--- config.mk ---
export PLATFORM = sky130hd
export DESIGN_NAME = warp_issue_scheduler_flat
export DESIGN_NICKNAME = d
export VERILOG_FILES = /design/src/rtl/warp_issue_scheduler_if.sv /design/src/rtl/warp_issue_scheduler.sv /design/src/flat_wrapper.sv
export SDC_FILE = /design/constraint.sdc
export NUM_CORES = 1
export LEC_CHECK = 0
export ABC_AREA = 1
export CAP_MARGIN = 20
export CORE_MARGIN = 4
export CORE_UTILIZATION = 50
export DETAILED_ROUTE_END_ITERATION = 12
export HOLD_SLACK_MARGIN = 0.1
export PLACE_DENSITY = 0.68
export SYNTH_ARGS = -nofsm -noshare
export SYNTH_HDL_FRONTEND = slang
export SYNTH_SLANG_ARGS = --single-unit
--- constraint.sdc ---
create_clock -name clk -period 10.19 [get_ports clk]
set_clock_uncertainty 0.05 [all_clocks]
set_input_delay 1.019 -clock clk [delete_from_list [all_inputs] [get_ports clk]]
set_output_delay 1.019 -clock clk [all_outputs]
set_load 0.05 [all_outputs]
--- src/rtl/warp_issue_scheduler_if.sv ---
// ----------------------------------------------------------------------------
// warp_issue_scheduler_if : config, completion and issue-slot signals
// Rev 1.0
// ----------------------------------------------------------------------------
`default_nettype none

interface warp_issue_scheduler_if #(
  parameter int NUM_WARPS = 8,
  parameter int WARP_SIZE = 32,
  parameter int WID_WIDTH = 3,
  parameter int CNT_WIDTH = 6
);
  logic                 cfg_we;
  logic [WID_WIDTH-1:0] cfg_wid;
  logic [WARP_SIZE-1:0] cfg_mask;
  logic [NUM_WARPS-1:0] warp_rdy;
  logic                 done_valid;
  logic [WID_WIDTH-1:0] done_wid;
  logic                 iss_valid;
  logic                 iss_ready;
  logic [WID_WIDTH-1:0] iss_wid;
  logic [WARP_SIZE-1:0] iss_mask;
  logic [CNT_WIDTH-1:0] iss_count;
  logic [NUM_WARPS-1:0] busy;

  // Scheduler side
  modport master (
    input  cfg_we, cfg_wid, cfg_mask, warp_rdy, done_valid, done_wid, iss_ready,
    output iss_valid, iss_wid, iss_mask, iss_count, busy
  );

  // Config / execute side
  modport slave (
    output cfg_we, cfg_wid, cfg_mask, warp_rdy, done_valid, done_wid, iss_ready,
    input  iss_valid, iss_wid, iss_mask, iss_count, busy
  );
endinterface

`default_nettype wire

--- src/rtl/warp_issue_scheduler.sv ---
// ----------------------------------------------------------------------------
// warp_issue_scheduler : round-robin warp picker with registered issue slot
// Rev 1.0
// ----------------------------------------------------------------------------
`default_nettype none

module warp_issue_scheduler #(
  parameter int NUM_WARPS = 8,
  parameter int WARP_SIZE = 32,
  parameter int WID_WIDTH = 3,
  parameter int CNT_WIDTH = 6
) (
  input  logic                    clk,
  input  logic                    rst_n,
  warp_issue_scheduler_if.master  bus
);

  typedef enum logic [0:0] {
    ST_EMPTY = 1'b0,
    ST_FULL  = 1'b1
  } state_t;

  state_t                               state_q, state_d;
  logic [NUM_WARPS-1:0][WARP_SIZE-1:0]  mask_q, mask_d;
  logic [NUM_WARPS-1:0]                 busy_q, busy_d;
  logic [WID_WIDTH-1:0]                 rr_ptr_q, rr_ptr_d;
  logic [WID_WIDTH-1:0]                 wid_q, wid_d;
  logic [WARP_SIZE-1:0]                 iss_mask_q, iss_mask_d;
  logic [CNT_WIDTH-1:0]                 cnt_q, cnt_d;

  logic [NUM_WARPS-1:0]                 eligible;
  logic [WID_WIDTH-1:0]                 sel_wid;
  logic                                 sel_found;
  logic [CNT_WIDTH-1:0]                 sel_cnt;
  logic                                 load;

  for (genvar w = 0; w < NUM_WARPS; w++) begin : g_elig
    assign eligible[w] = bus.warp_rdy[w] & (|mask_q[w]) & ~busy_q[w];
  end

  // Scan starts just past the last winner; index wraps naturally at WID_WIDTH.
  always_comb begin
    logic [WID_WIDTH-1:0] idx;
    sel_wid   = '0;
    sel_found = 1'b0;
    idx       = '0;
    for (int i = 1; i <= NUM_WARPS; i++) begin
      idx = rr_ptr_q + WID_WIDTH'(i);
      if (!sel_found && eligible[idx]) begin
        sel_wid   = idx;
        sel_found = 1'b1;
      end
    end
  end

  always_comb begin
    sel_cnt = '0;
    for (int b = 0; b < WARP_SIZE; b++) begin
      sel_cnt = sel_cnt + CNT_WIDTH'(mask_q[sel_wid][b]);
    end
  end

  assign load = sel_found & ((state_q == ST_EMPTY) | bus.iss_ready);

  always_comb begin
    state_d    = state_q;
    mask_d     = mask_q;
    busy_d     = busy_q;
    rr_ptr_d   = rr_ptr_q;
    wid_d      = wid_q;
    iss_mask_d = iss_mask_q;
    cnt_d      = cnt_q;

    if (bus.cfg_we) begin
      mask_d[bus.cfg_wid] = bus.cfg_mask;
    end

    if (bus.done_valid) begin
      busy_d[bus.done_wid] = 1'b0;
    end

    // A loaded warp was not busy, so it cannot collide with the done clear.
    if (load) begin
      busy_d[sel_wid] = 1'b1;
      rr_ptr_d        = sel_wid;
      wid_d           = sel_wid;
      iss_mask_d      = mask_q[sel_wid];
      cnt_d           = sel_cnt;
      state_d         = ST_FULL;
    end else if ((state_q == ST_FULL) && bus.iss_ready) begin
      state_d = ST_EMPTY;
    end
  end

  always_ff @(posedge clk) begin
    if (!rst_n) begin
      state_q    <= ST_EMPTY;
      mask_q     <= '0;
      busy_q     <= '0;
      rr_ptr_q   <= WID_WIDTH'(NUM_WARPS - 1);
      wid_q      <= '0;
      iss_mask_q <= '0;
      cnt_q      <= '0;
    end else begin
      state_q    <= state_d;
      mask_q     <= mask_d;
      busy_q     <= busy_d;
      rr_ptr_q   <= rr_ptr_d;
      wid_q      <= wid_d;
      iss_mask_q <= iss_mask_d;
      cnt_q      <= cnt_d;
    end
  end

  assign bus.iss_valid = (state_q == ST_FULL);
  assign bus.iss_wid   = wid_q;
  assign bus.iss_mask  = iss_mask_q;
  assign bus.iss_count = cnt_q;
  assign bus.busy      = busy_q;

endmodule

`default_nettype wire

--- src/flat_wrapper.sv ---
// flat-port wrapper written by rule: the top's interface ports become plain ports
module warp_issue_scheduler_flat 
#(
  parameter int NUM_WARPS = 8,
  parameter int WARP_SIZE = 32,
  parameter int WID_WIDTH = 3,
  parameter int CNT_WIDTH = 6
)
  (clk, rst_n, bus_cfg_we, bus_cfg_wid, bus_cfg_mask, bus_warp_rdy, bus_done_valid, bus_done_wid, bus_iss_ready, bus_iss_valid, bus_iss_wid, bus_iss_mask, bus_iss_count, bus_busy);
  warp_issue_scheduler_if #(.NUM_WARPS(NUM_WARPS), .WARP_SIZE(WARP_SIZE), .WID_WIDTH(WID_WIDTH), .CNT_WIDTH(CNT_WIDTH)) bus_i ();
  input  logic clk;
  input  logic rst_n;
  input wire logic [$bits(bus_i.cfg_we)-1:0] bus_cfg_we;
  input wire logic [$bits(bus_i.cfg_wid)-1:0] bus_cfg_wid;
  input wire logic [$bits(bus_i.cfg_mask)-1:0] bus_cfg_mask;
  input wire logic [$bits(bus_i.warp_rdy)-1:0] bus_warp_rdy;
  input wire logic [$bits(bus_i.done_valid)-1:0] bus_done_valid;
  input wire logic [$bits(bus_i.done_wid)-1:0] bus_done_wid;
  input wire logic [$bits(bus_i.iss_ready)-1:0] bus_iss_ready;
  output wire logic [$bits(bus_i.iss_valid)-1:0] bus_iss_valid;
  output wire logic [$bits(bus_i.iss_wid)-1:0] bus_iss_wid;
  output wire logic [$bits(bus_i.iss_mask)-1:0] bus_iss_mask;
  output wire logic [$bits(bus_i.iss_count)-1:0] bus_iss_count;
  output wire logic [$bits(bus_i.busy)-1:0] bus_busy;
  assign bus_i.cfg_we = bus_cfg_we;
  assign bus_i.cfg_wid = bus_cfg_wid;
  assign bus_i.cfg_mask = bus_cfg_mask;
  assign bus_i.warp_rdy = bus_warp_rdy;
  assign bus_i.done_valid = bus_done_valid;
  assign bus_i.done_wid = bus_done_wid;
  assign bus_i.iss_ready = bus_iss_ready;
  assign bus_iss_valid = bus_i.iss_valid;
  assign bus_iss_wid = bus_i.iss_wid;
  assign bus_iss_mask = bus_i.iss_mask;
  assign bus_iss_count = bus_i.iss_count;
  assign bus_busy = bus_i.busy;
  warp_issue_scheduler #(.NUM_WARPS(NUM_WARPS), .WARP_SIZE(WARP_SIZE), .WID_WIDTH(WID_WIDTH), .CNT_WIDTH(CNT_WIDTH)) u_core (.clk(clk), .rst_n(rst_n), .bus(bus_i));
endmodule
==> impl_metrics.yaml <==
outcome:
  outcome: "completed"
setup_path:
  cpMaxStageDelayCell: "nor2_4"
  start_kind: "flip-flop"
  end_kind: "flip-flop"
  cp_max_fo: 34
  crit_type: "reg2reg"
  crit_arrival_ns: 9.27
  cp.required_ns: 10.50
  cpMostUsedCell: "fa_1"
  cpPeakStageDelay_ns: 0.76
layout:
  multi_input_area_um2: 8550
  final_area_um2: 18300
  drive_gt1_frac: 0.0612
  final_cell_mix: "nor2_1, nand2_1, o21ai_0"
  regArea_um2: 6190
  finalNetCount: 2559
  final_common_cell: "nor2_1"
  num-fill-cells: 3080
  final_util: 0.577
  areaGrowthSynthToFinish_pct: 13.6
  antenna_cells: 0
synthesis:
  synthTopCellsByArea: "dfxtp_1, nor2_1, nand2_1, o21ai_0, nand3_1"
  postSynthCellCount: 2478
  syn_area_um2: 16100
  postSynthAreaPerCell_um2: 6.50
  synth-seq-area-share: 0.384
  yosys_warnings: 0
  ys_ff_latch: 309
  ys_types: 36
  yosysTopAreaCell: "dfxtp_1"
  synth_top_area_frac: 0.384
  syn_nets: 2563
timing:
  clock.fmax_mhz: 112
  timing.slew.headroom: 0.308
  finalHoldViolCount: 0
  setup_viol: 0
  min_period_ns: 8.96
  slew_viol_final: 0
  fin_crit_sh: 0.880
  tightestPinTransition_ns: 1.04
  finalSetupTns_ns: 0
  rsz0062_at_grt: "no"
clock_tree:
  cts_max_path_buffers: 3
  cts_resized: 0
  cts_sinks: 309
  cts_tree: "done"
  insertion_delay_ns: 0.53
  cts-hold-fix-buffers: 0
  path_clk_slew_ns: 0.05
  cts_setup_buffers: 0
  clock-root-buffer: "clkbuf_16"
  numCtsBuffers: 36
  cts_max_level: 2
placed_design:
  gp_congestion: 0.903
  dp_hpwl_mm: 35.8
  placed_area_um2: 17100
  port_buffers: 100
die:
  core_area_um2: 31700
  die_w_um: 188
  initial_utilization: 0.508
  ioPinCount: 101
  rows: 65
  die_area_um2: 35200
  fp.dieH_um: 188
route:
  vias_per_cell: 5.55
  drc_errors: 0
  ant_nets: 0
  vias: 16100
  drt_iter0_markers: 1721
  wl_mm: 54.0
  firstDrtPassIters: 8
  wl_per_cell_um: 18.6
global_routing:
  grt_pass1_wl_mm: 85.4
  grt-ovfl-total: 0
  grt_pass1_vias: 15365
  antenna_found_initial: 3
  track_usage: 0.299
  grt_max_degree: 137
job:
  drv_cap: 0
hold_path:
  min_path_type: "reg2reg"
==> cells in the mapped netlist (all sizes together) <==
| library cell | count |
|---|---|
| clkbuf | 103 |
| nand2 | 545 |
| nand3b | 25 |
| xor2 | 3 |
| nand4 | 27 |
| buf | 66 |
| or2 | 1 |
| o21ai | 314 |
| o211ai | 2 |
| xnor2 | 1 |
| o21bai | 2 |
| inv | 162 |
| clkinv | 1 |
| a21oi | 112 |
| dfxtp | 309 |
| and2 | 8 |
| nor2 | 606 |
| nand3 | 157 |
| fa | 24 |
| ha | 10 |
==> sequential cells by signal (all words and copies together), names as in the netlist <==
name	count
u_core.bus.iss_count	6
u_core.bus.iss_wid	3
u_core.bus.busy	8
u_core.rr_ptr_q	3
u_core.bus.iss_mask	32
u_core.bus.iss_valid	1
u_core.mask_q	256
==> path summary, 6_finish.rpt <==
path	depth (start not counted)	endpoint	from	slack (ns)
worst min-delay path	2	u_core.mask_q[52]	u_core.mask_q[52]	0.41
worst min register to register	2	u_core.mask_q[52]	u_core.mask_q[52]	0.41
worst max-delay path	33	u_core.bus.iss_count[4]	u_core.rr_ptr_q[0]	1.23
worst max register to register	33	u_core.bus.iss_count[4]	u_core.rr_ptr_q[0]	1.23
==> critical path, delay by kind of cell, from the launching register on <==
| kind | cells | cell delay (ns) |
|---|---|---|
| AO/OA/AOI/OAI | 1 | 0.08 |
| XOR/XNOR | 1 | 0.14 |
| adder cells (fa/ha/maj) | 10 | 4.77 |
| buffers and inverters | 5 | 0.66 |
| flip-flops | 1 | 0.67 |
| AND/OR/NAND/NOR | 16 | 2.42 |
==> layout make-up <==
class | count | share of cell area
multi-input combinational | 1837 | 0.467
clock buffer | 54 | 0.0601
clock inverter | 10 | 0.00499
sequential | 309 | 0.338
tap | 402 | 0.0275
inverter | 163 | 0.0334
timing repair buffer | 127 | 0.0690
==> per-stage QoR <==
| stage | hold WS (ns) | cells | setup slack [ns] |
|---|---|---|---|
| floorplan | 0.384 | 2478 | 2.48 |
| global placement | 0.392 | 2837 | 1.23 |
| detailed placement | 0.404 | 2837 | 1.11 |
| CTS | 0.412 | 2901 | 1.24 |
| global route | 0.436 | 2902 | 0.558 |
| finish | 0.410 | 2902 | 1.23 |
==> cells by family after synthesis <==
group           Yosys count  share of synthesized area
compound gates          430                      0.135
flops                   309                      0.384
buf+inv                 332                     0.0869
xor+xnor                  4                    0.00217
simple gates           1369                      0.354
fa+ha+maj                34                     0.0376
==> routing by layer <==
layer	vias to the layer above	wire length, um	global-route usage
li1	7839	-	-
met1	7432	22600	0.395
met2	680	24500	0.485
met3	143	4200	0.0473
met4	6	2620	0.135
met5	-	41	0
Power is left out: the tool's default activity adds up to more than one toggle a clock period on the data nets, which glitch-free logic cannot reach.
